File: config.mk
export PLATFORM = sky130hd
export DESIGN_NAME = circuito_jogo_param
export DESIGN_NICKNAME = d
export VERILOG_FILES = /design/src/rtl/circuito_jogo_param.sv
export SDC_FILE = /design/constraint.sdc
export NUM_CORES = 1
export LEC_CHECK = 0
export BUFFER_PORTS_ARGS = -buffer_cell sky130_fd_sc_hd__buf_4
export CAP_MARGIN = 20
export CORE_MARGIN = 3
export CORE_UTILIZATION = 30
export CTS_CLUSTER_DIAMETER = 200
export DETAILED_ROUTE_END_ITERATION = 8
export GPL_TIMING_DRIVEN = 0
export SYNTH_ARGS = -nofsm -noshare
export SYNTH_HDL_FRONTEND = slang
export SYNTH_SLANG_ARGS = --single-unit
File: constraint.sdc
create_clock -name clock -period 5.1 [get_ports clock]
set_clock_uncertainty 0.15 [all_clocks]
set_input_delay 0.51 -clock clock [delete_from_list [all_inputs] [get_ports clock]]
set_output_delay 0.51 -clock clock [all_outputs]
set_load 0.005 [all_outputs]
File: src/rtl/circuito_jogo_param.sv
// Parametrised "Genius" memory-sequence game core: plays back the stored sequence,
// checks the player's presses and grows the sequence by one element per round.
module circuito_jogo_param #(
    parameter int N_BOTOES       = 4,
    parameter int N_RODADAS      = 16,
    parameter int TIMEOUT_CICLOS = 3000,
    parameter int T_MOSTRA       = 500
) (
    input  logic                clock,
    input  logic                reset,
    input  logic                jogar,
    input  logic                modo,
    input  logic [N_BOTOES-1:0] botoes,
    output logic [N_BOTOES-1:0] leds,
    output logic                pronto,
    output logic                ganhou,
    output logic                perdeu,
    output logic                timeout,
    output logic [3:0]          db_estado,
    output logic [4:0]          db_rodada,
    output logic [4:0]          db_jogada,
    output logic                db_tem_jogada
);

    localparam int LB = $clog2(N_BOTOES);
    localparam int AW = $clog2(N_RODADAS);
    localparam int TW = (TIMEOUT_CICLOS > 1) ? $clog2(TIMEOUT_CICLOS) : 1;
    localparam int CW = (T_MOSTRA > 1) ? $clog2(T_MOSTRA) : 1;

    localparam logic [TW-1:0]       TIMER_MAX     = TW'(TIMEOUT_CICLOS - 1);
    localparam logic [TW-1:0]       TIMER_UM      = TW'(1);
    localparam logic [CW-1:0]       MOSTRA_MAX    = CW'(T_MOSTRA - 1);
    localparam logic [CW-1:0]       CONT_UM       = CW'(1);
    localparam logic [4:0]          ULTIMA_RODADA = 5'(N_RODADAS - 1);
    localparam logic [N_BOTOES-1:0] BOTAO_UM      = N_BOTOES'(1);

    typedef enum logic [3:0] {
        INICIAL        = 4'h0,
        PREPARA        = 4'h1,
        MOSTRA_LIGA    = 4'h2,
        MOSTRA_DESLIGA = 4'h3,
        ESPERA         = 4'h4,
        COMPARA        = 4'h5,
        FIM_RODADA     = 4'h6,
        ESPERA_ESCRITA = 4'h7,
        PROX_RODADA    = 4'h8,
        FIM_GANHOU     = 4'hA,
        FIM_PERDEU     = 4'hB,
        FIM_TIMEOUT    = 4'hC
    } estado_t;

    estado_t             estado_r;
    logic [15:0]         lfsr_r;
    logic [N_BOTOES-1:0] botoes_r;
    logic [N_BOTOES-1:0] jogada_val_r;
    logic [4:0]          rodada_r;
    logic [4:0]          jogada_r;
    logic [TW-1:0]       timer_r;
    logic [CW-1:0]       cont_r;
    logic                modo_r;
    logic                mem_we_r;
    logic [AW-1:0]       mem_addr_r;
    logic [N_BOTOES-1:0] mem_din_r;
    logic [N_BOTOES-1:0] mem [N_RODADAS];

    logic                evento_s;
    logic                fb_s;
    logic [N_BOTOES-1:0] elemento_s;
    logic [4:0]          jogada_prox_s;
    logic [4:0]          rodada_prox_s;
    logic [N_BOTOES-1:0] mem_atual_s;
    logic [N_BOTOES-1:0] mem_prox_s;

    function automatic logic one_hot(input logic [N_BOTOES-1:0] v);
        return (v != '0) && ((v & (v - BOTAO_UM)) == '0);
    endfunction

    // Enter a state and update every state-derived output on the same edge.
    task automatic ir(input estado_t e);
        estado_r  <= e;
        db_estado <= e;
        pronto    <= (e == FIM_GANHOU) || (e == FIM_PERDEU) || (e == FIM_TIMEOUT);
        ganhou    <= (e == FIM_GANHOU);
        perdeu    <= (e == FIM_PERDEU);
        timeout   <= (e == FIM_TIMEOUT);
        leds      <= '0;
    endtask

    assign evento_s      = (botoes != '0) && (botoes_r == '0);
    assign fb_s          = lfsr_r[15] ^ lfsr_r[13] ^ lfsr_r[12] ^ lfsr_r[10];
    assign elemento_s    = BOTAO_UM << lfsr_r[LB-1:0];
    assign jogada_prox_s = jogada_r + 5'd1;
    assign rodada_prox_s = rodada_r + 5'd1;
    assign mem_atual_s   = mem[jogada_r[AW-1:0]];
    assign mem_prox_s    = mem[jogada_prox_s[AW-1:0]];
    assign db_rodada     = rodada_r;
    assign db_jogada     = jogada_r;

    // Sequence memory; writes are requested one cycle earlier by the FSM.
    always_ff @(posedge clock) begin
        if (mem_we_r) begin
            mem[mem_addr_r] <= mem_din_r;
        end
    end

    // Game FSM, counters, LFSR, press edge detector and registered outputs.
    always_ff @(posedge clock or negedge reset) begin
        if (!reset) begin
            estado_r      <= INICIAL;
            lfsr_r        <= 16'hACE1;
            botoes_r      <= '0;
            jogada_val_r  <= '0;
            rodada_r      <= 5'd0;
            jogada_r      <= 5'd0;
            timer_r       <= '0;
            cont_r        <= '0;
            modo_r        <= 1'b0;
            mem_we_r      <= 1'b0;
            mem_addr_r    <= '0;
            mem_din_r     <= '0;
            leds          <= '0;
            pronto        <= 1'b0;
            ganhou        <= 1'b0;
            perdeu        <= 1'b0;
            timeout       <= 1'b0;
            db_estado     <= 4'h0;
            db_tem_jogada <= 1'b0;
        end else begin
            lfsr_r        <= {lfsr_r[14:0], fb_s};
            botoes_r      <= botoes;
            db_tem_jogada <= evento_s;
            mem_we_r      <= 1'b0;
            case (estado_r)
                INICIAL, FIM_GANHOU, FIM_PERDEU, FIM_TIMEOUT: begin
                    if (jogar) begin
                        modo_r <= modo;
                        ir(PREPARA);
                    end
                end
                PREPARA: begin
                    rodada_r   <= 5'd0;
                    jogada_r   <= 5'd0;
                    timer_r    <= '0;
                    cont_r     <= '0;
                    mem_we_r   <= 1'b1;
                    mem_addr_r <= '0;
                    mem_din_r  <= elemento_s;
                    ir(MOSTRA_LIGA);
                    // mem[0] is written a cycle later, so show the element directly.
                    leds       <= elemento_s;
                end
                MOSTRA_LIGA: begin
                    if (cont_r == MOSTRA_MAX) begin
                        cont_r <= '0;
                        ir(MOSTRA_DESLIGA);
                    end else begin
                        cont_r <= cont_r + CONT_UM;
                    end
                end
                MOSTRA_DESLIGA: begin
                    if (cont_r == MOSTRA_MAX) begin
                        cont_r <= '0;
                        if (jogada_r == rodada_r) begin
                            jogada_r <= 5'd0;
                            timer_r  <= '0;
                            ir(ESPERA);
                        end else begin
                            jogada_r <= jogada_prox_s;
                            ir(MOSTRA_LIGA);
                            leds     <= mem_prox_s;
                        end
                    end else begin
                        cont_r <= cont_r + CONT_UM;
                    end
                end
                ESPERA: begin
                    if (evento_s) begin
                        jogada_val_r <= botoes;
                        ir(COMPARA);
                    end else if (timer_r == TIMER_MAX) begin
                        ir(FIM_TIMEOUT);
                    end else begin
                        timer_r <= timer_r + TIMER_UM;
                    end
                end
                COMPARA: begin
                    if (jogada_val_r != mem_atual_s) begin
                        ir(FIM_PERDEU);
                    end else if (jogada_r != rodada_r) begin
                        jogada_r <= jogada_prox_s;
                        timer_r  <= '0;
                        ir(ESPERA);
                    end else begin
                        ir(FIM_RODADA);
                    end
                end
                FIM_RODADA: begin
                    if (rodada_r == ULTIMA_RODADA) begin
                        ir(FIM_GANHOU);
                    end else if (!modo_r) begin
                        mem_we_r   <= 1'b1;
                        mem_addr_r <= rodada_prox_s[AW-1:0];
                        mem_din_r  <= elemento_s;
                        ir(PROX_RODADA);
                    end else begin
                        timer_r <= '0;
                        ir(ESPERA_ESCRITA);
                    end
                end
                ESPERA_ESCRITA: begin
                    if (evento_s && one_hot(botoes)) begin
                        mem_we_r   <= 1'b1;
                        mem_addr_r <= rodada_prox_s[AW-1:0];
                        mem_din_r  <= botoes;
                        ir(PROX_RODADA);
                    end else if (timer_r == TIMER_MAX) begin
                        ir(FIM_TIMEOUT);
                    end else begin
                        timer_r <= timer_r + TIMER_UM;
                    end
                end
                PROX_RODADA: begin
                    rodada_r <= rodada_prox_s;
                    jogada_r <= 5'd0;
                    timer_r  <= '0;
                    cont_r   <= '0;
                    ir(MOSTRA_LIGA);
                    leds     <= mem[0];
                end
                default: begin
                    ir(INICIAL);
                end
            endcase
        end
    end

endmodule

== After elaboration in Yosys (flattened, before gate mapping) ==
Memories as Yosys holds them, arrays and structs flattened.
Cells that the tools add are included.

* RAM bits: 64
* Output and inout port bits: 23
* Bits in registers: 82
* Memories kept: 1

{| class="wikitable"
|+ Memory list
! memory !! depth !! width !! read ports !! clocked after Yosys merged registers in !! wr ports !! RTL line !! source
|-
| mem || 16 || 4 || 3 || 0 || 1 || 64 || <nowiki>logic [N_BOTOES-1:0] mem [N_RODADAS];</nowiki>
|}

* Reduce and logical (&&, ||, !) cells: 22
* Shifts and indexed selects: 1
* Bitwise operators: 4
* Multiplexer cells: 76
* Add/subtract/negate cells: 5
* Equal/unequal tests: 30

{| class="wikitable"
|+ Operator list
! cell !! count
|-
| 12-bit 2-to-1 mux || 9
|-
| 4-bit 2-to-1 mux || 25
|-
| 12-bit case mux with 6 select lines || 1
|-
| 4-bit case mux with 8 select lines || 2
|-
| 4-bit case mux with 7 select lines || 1
|-
| 2-bit != test, second input constant || 12
|-
| 4-bit case mux with 3 select lines || 2
|-
| 1-bit 2-to-1 mux || 21
|-
| 5-bit 2-to-1 mux || 4
|-
| 9-bit case mux with 2 select lines || 1
|-
| 4-bit by 3-bit equality test with 1-bit output, second input constant || 4
|-
| 4-bit equality test, second input constant || 4
|-
| 5-bit case mux with 3 select lines || 1
|-
| 12-bit by 1-bit adder with 12-bit output, second input constant || 1
|-
| 12-bit equality test, second input constant || 1
|-
| 4-bit zero test || 3
|-
| 5-bit by 1-bit adder with 5-bit output, second input constant || 2
|-
| 1-bit case mux with 5 select lines || 2
|-
| 5-bit case mux with 2 select lines || 1
|-
| 9-bit by 1-bit adder with 9-bit output, second input constant || 1
|-
| 9-bit equality test, second input constant || 1
|-
| 9-bit 2-to-1 mux || 1
|-
| 9-bit AND reduction || 1
|-
| 4-bit by 2-bit equality test with 1-bit output, second input constant || 2
|-
| 25 further kinds || 35
|}

== Logic depth before layout (Yosys ltp) ==
* Depth in word-level cells: 7
* Mapped depth: 11

== Least setup slack after synthesis ==
Ideal clock, no wire load.

* Path kind: flip-flop to flip-flop
* Start: register jogada_r[0] (netlist: db_jogada[0])
* End: register leds[0]
* Data required time: 4.829 ns
* Library setup time: 0.121 ns
* Path buffers: 2
* Clock period less this slack: 2.719 ns
* Stages on the path, launching flop included: 9
* Arrival time: 2.448 ns
* Slack: 2.381 ns
* Cells stage by stage: dfrtp_1 > ha_1 > buf_1 > clkbuf_1 > mux4_2 > mux4_2 > nand3_1 > nand2_1 > a22o_1

* Longest elaborated chain between the ends: 5

{| class="wikitable"
|+ Ends and longest elaborated chain
! what !! RTL line !! source
|-
| start, declared || 57 || <nowiki>logic [4:0] jogada_r;</nowiki>
|-
| start signal, assigned || 168 || <nowiki>jogada_r <= jogada_prox_s;</nowiki>
|-
| start signal, assigned || 190 || <nowiki>jogada_r <= jogada_prox_s;</nowiki>
|-
| 5-bit by 1-bit adder with 5-bit output || 92 || <nowiki>assign jogada_prox_s = jogada_r + 5'd1;</nowiki>
|-
| memory read 16 x 4 bit || n/a ||
|-
| 4-bit 2-to-1 mux (*) || 163 || <nowiki>if (jogada_r == rodada_r) begin</nowiki>
|-
| 4-bit 2-to-1 mux (*) || 161 || <nowiki>if (cont_r == MOSTRA_MAX) begin</nowiki>
|-
| 4-bit case mux with 7 select lines (*) || 133 || <nowiki>case (estado_r)</nowiki>
|-
| end signal, assigned || 150 || <nowiki>leds <= elemento_s;</nowiki>
|-
| end signal, assigned || 170 || <nowiki>leds <= mem_prox_s;</nowiki>
|-
| end signal, assigned || 228 || <nowiki>leds <= mem[0];</nowiki>
|-
| end, declared || 14 || <nowiki>output logic [N_BOTOES-1:0] leds,</nowiki>
|}

Every way passes the cells marked *; elsewhere a longest branch is shown, timed or not. The select of a mux whose other input is x is not followed.
A chain may end at the register's enable or synchronous reset.

== Worst setup path in the final report ==
* Start: register jogada_r[0] (netlist: db_jogada[0])
* End: register leds[2]

Same word-level chain as after synthesis.

==> impl_results.md <==
* Largest net degree at the start of global routing at between 80 and 90
* Most common cell in the netlist: dfrtp_1
* Final period util at around 65%
* 1st-iter DRT viols at roughly 430
* Crit path largest cell delay at 0.62 ns
* DRC Markers at 0
* Post-synth top cells: 74 x dfrtp_1, 64 x edfxtp_1, 53 x nand2_1
* Fin. max-slew vios at 0
* Synth top area share at 26.3%
* RR Startpoint: db_jogada[0]$_DFFE_PN0P_
* Slew @ Worst Pin at 0.962 ns
* Die W at approximately 160 um
* Total gr overflow at 0
* Clock Sinks at approximately 150
* H-tree levels at 4
* Hold path startpoint: botoes[1]
* Post-synth EDFFs at 64
* Final hold viol count at 0
* Final ANT Viol Nets at 0
* Final min period at approximately 3.3 ns
* Pleak at 3.21 nW
* Top FF cell, synth: dfrtp_1
* Data required, critical path at between 5 and 6 ns
* HP Class: primary input to register
* Post-synthesis sequential area ratio at between 50% and 60%
* Worst Setup End Kind: register
* Synth Instances at ~600
* Cells on worst reg2reg path at 8
* Yosys warning count at 0
* Setup CP Type: register to register
* First-pass GRT wire length at approximately 29 mm
* Routed vias/inst at ~5.2
* Die area at 0.0262 mm2
* Fin Setup TNS at 0 ns
* Post-synth top area cell: edfxtp_1
* Initial Util at 30.8%
* Root Driver: clkbuf_16
* Library cells used by synthesis at 69
* Worst Setup SP: db_jogada[0]$_DFFE_PN0P_
* RSZ-0062 raised after global routing: false
* Post-CTS setup buffers at 0
* CP Cell Sequence: ha_1 > buf_1 > clkbuf_1 > mux4_2 > mux4_2 > nand3_1 > nand2_1 > a22o_1
* TritonCTS clock tree: done
* Core Rows at 56
* Worst-Skew Late Latency at about 0.43 ns
* CP Max Fanout at 10
* Pre-antenna DRT Iters at 6
* Drt total wl at around 18 mm
* Vias post-DR at 5,091
* Cell area after layout at 0.00853 mm2
* Pwr dens at 519 mW/mm2
* Flop2flop setup slack at roughly 1.8 ns
* Area grow syn2layout at 16.9%
* DP Area at roughly 0.0079 mm2
* All-Layer GR Usage at between 10 and 15%
* Chip Height at ~160 um
* Synth area leaders: edfxtp_1 26%, dfrtp_1 25%, mux4_2 11%
* Number of port buffers at 30
* # diodes at 0
* Outcome: completed
* Clock buffer depth at 2
* Max_slew headroom at between 30% and 40%
* FFs w/ async S/R, synth at about 56%
* Number of global-route vias before repair at approximately 5,000
* Syn Nets at a little over 600
* Core box area at ~0.024 mm2
* Worst reg2reg endpoint: leds[2]$_DFFE_PN0P_
* Initial antenna violation count at 0
* Setup violators final at 0
* Area of the mapped netlist at between 0.007 and 0.008 mm2
* Most numerous cell on the critical path: mux4_2
* # Max-Cap Violations at 0
* Total CTS buffers at 17
* Layout cell share with drive strength beyond 1 at 21.9%
* FF+latch count, synth at about 150
* Syn Area/Cell at 12.3 um2
* Startpoint types: register
* Filler cell count in the final layout at roughly 2,300
* GPL Wtd Cong at roughly 0.9
* Crit path to: leds[2]$_DFFE_PN0P_
* Routed wire per std cell at 18.6 um
* Nets at 659
* Clock Pin Slew Worst Setup and Hold Paths at ~0.07 ns
* HPWL after detailed placement at about 13 mm
* F_max at 301 MHz
* Ports at 31
* CP arrival at between 3 and 4 ns
* Worst VDD drop at between 0.2 and 0.25 mV
* Slowest CP cell: clkbuf_1
## final cells by class
class / instances / area, um2 / area share, %
Sequential cell: 146 / 3980 / 46.7
Multi-Input combinational cell: 408 / 3120 / 36.6
Inverter: 19 / 71.3 / 0.836
Buffer: 22 / 124 / 1.45
Tap cell: 319 / 399 / 4.68
Clock inverter: 15 / 148 / 1.73
Clock buffer: 17 / 425 / 4.99
Timing Repair Buffer: 32 / 263 / 3.08
## critical path, delay by kind of cell (launching register included)
family / cells / cell delay [ns]
DFF: 1 / 0.40
muxes: 2 / 0.96
and+or+nand+nor: 2 / 0.18
AOI/OAI and AO/OA: 1 / 0.21
adders and majority gates: 1 / 0.28
buffers and inverters: 2 / 1.04
## per-stage QoR
stage	power (mW)	utilization (%)	cells	setup slack (ns)	hold WS, ns
after floorplan	2.70	-	595	2.38	0.0644
after global placement	3.20	33.5	944	1.73	0.186
after detailed placement	3.21	33.5	944	1.73	0.189
after CTS	4.45	35.9	976	1.73	0.0740
after global routing	4.67	36.0	978	1.58	0.0770
final	4.43	36.0	978	1.77	0.0859
## state kept, by name, summed over array words and instances, names as in the netlist
| signal | flops |
|---|---|
| mem | 64 |
| lfsr_r | 16 |
| timer_r | 12 |
| cont_r | 9 |
| db_jogada | 5 |
| db_rodada | 5 |
| botoes_r | 4 |
| db_estado | 4 |
| estado_r | 4 |
| jogada_val_r | 4 |
| leds | 4 |
| mem_addr_r | 4 |
| mem_din_r | 4 |
| db_tem_jogada | 1 |
| ganhou | 1 |
| mem_we_r | 1 |
| modo_r | 1 |
| perdeu | 1 |
| pronto | 1 |
| timeout | 1 |
## power breakdown
| part | leakage, nW | internal (mW) | switching (mW) |
|---|---|---|---|
| Sequential | 1.65 | 1.42 | 0.173 |
| Clock | 0.274 | 0.686 | 0.545 |
| Combinational | 1.29 | 0.651 | 0.950 |
| Total | 3.21 | 2.76 | 1.67 |
## kinds of logic after synthesis
logic type               share of synthesized area (%)
flip-flops                                        54.6
AND/OR/NAND/NOR                                   14.0
AO/OA/AOI/OAI                                     11.5
multiplexers                                      13.8
XOR/XNOR                                          2.52
adder cells (fa/ha/maj)                          0.857
buffers and inverters                             2.67
## worst min path at each step
stage                             to  slack (ns)  depth (start not counted)
2_1_floorplan  botoes_r[0]$_DFF_PN0_        0.06                          0
3_3_place_gp    lfsr_r[15]$_DFF_PN1_        0.19                          0
3_5_place_dp     lfsr_r[5]$_DFF_PN1_        0.19                          0
4_1_cts        botoes_r[1]$_DFF_PN0_        0.07                          1
5_1_grt        botoes_r[1]$_DFF_PN0_        0.08                          1
6_report       botoes_r[1]$_DFF_PN0_        0.09                          1
## metal layers
metal | wire, um | part of all wire (%) | GRT usage (%)
met5 | 0 | 0 | 0
met4 | 409 | 2.3 | 5.74
met3 | 1130 | 6.2 | 3.34
met2 | 8480 | 47 | 22.5
met1 | 8130 | 45 | 19.3
## cells in the final DEF, fill, tap and decap left out, drive strengths merged, types with 6 or more instances in the layout
cell type,n
nor3,16
mux4,35
xor2,14
nand2,54
nor2,52
dfrtp,74
dfstp,8
a21oi,31
nand3,25
clkbuf,24
xnor2,7
a31oi,7
mux2i,9
edfxtp,64
o21a,6
buf,46
nor4,7
inv,27
o21ai,25
mux2,11
nand2b,10
## timing repair
| item | in CTS | in global routing |
|---|---|---|
| gates resized for setup | 0 | 0 |
| hold buffers | 0 | 1 |
| endpoints found under the hold margin | 0 | 12 |
Note: power is estimated with default switching activity, not from simulation.
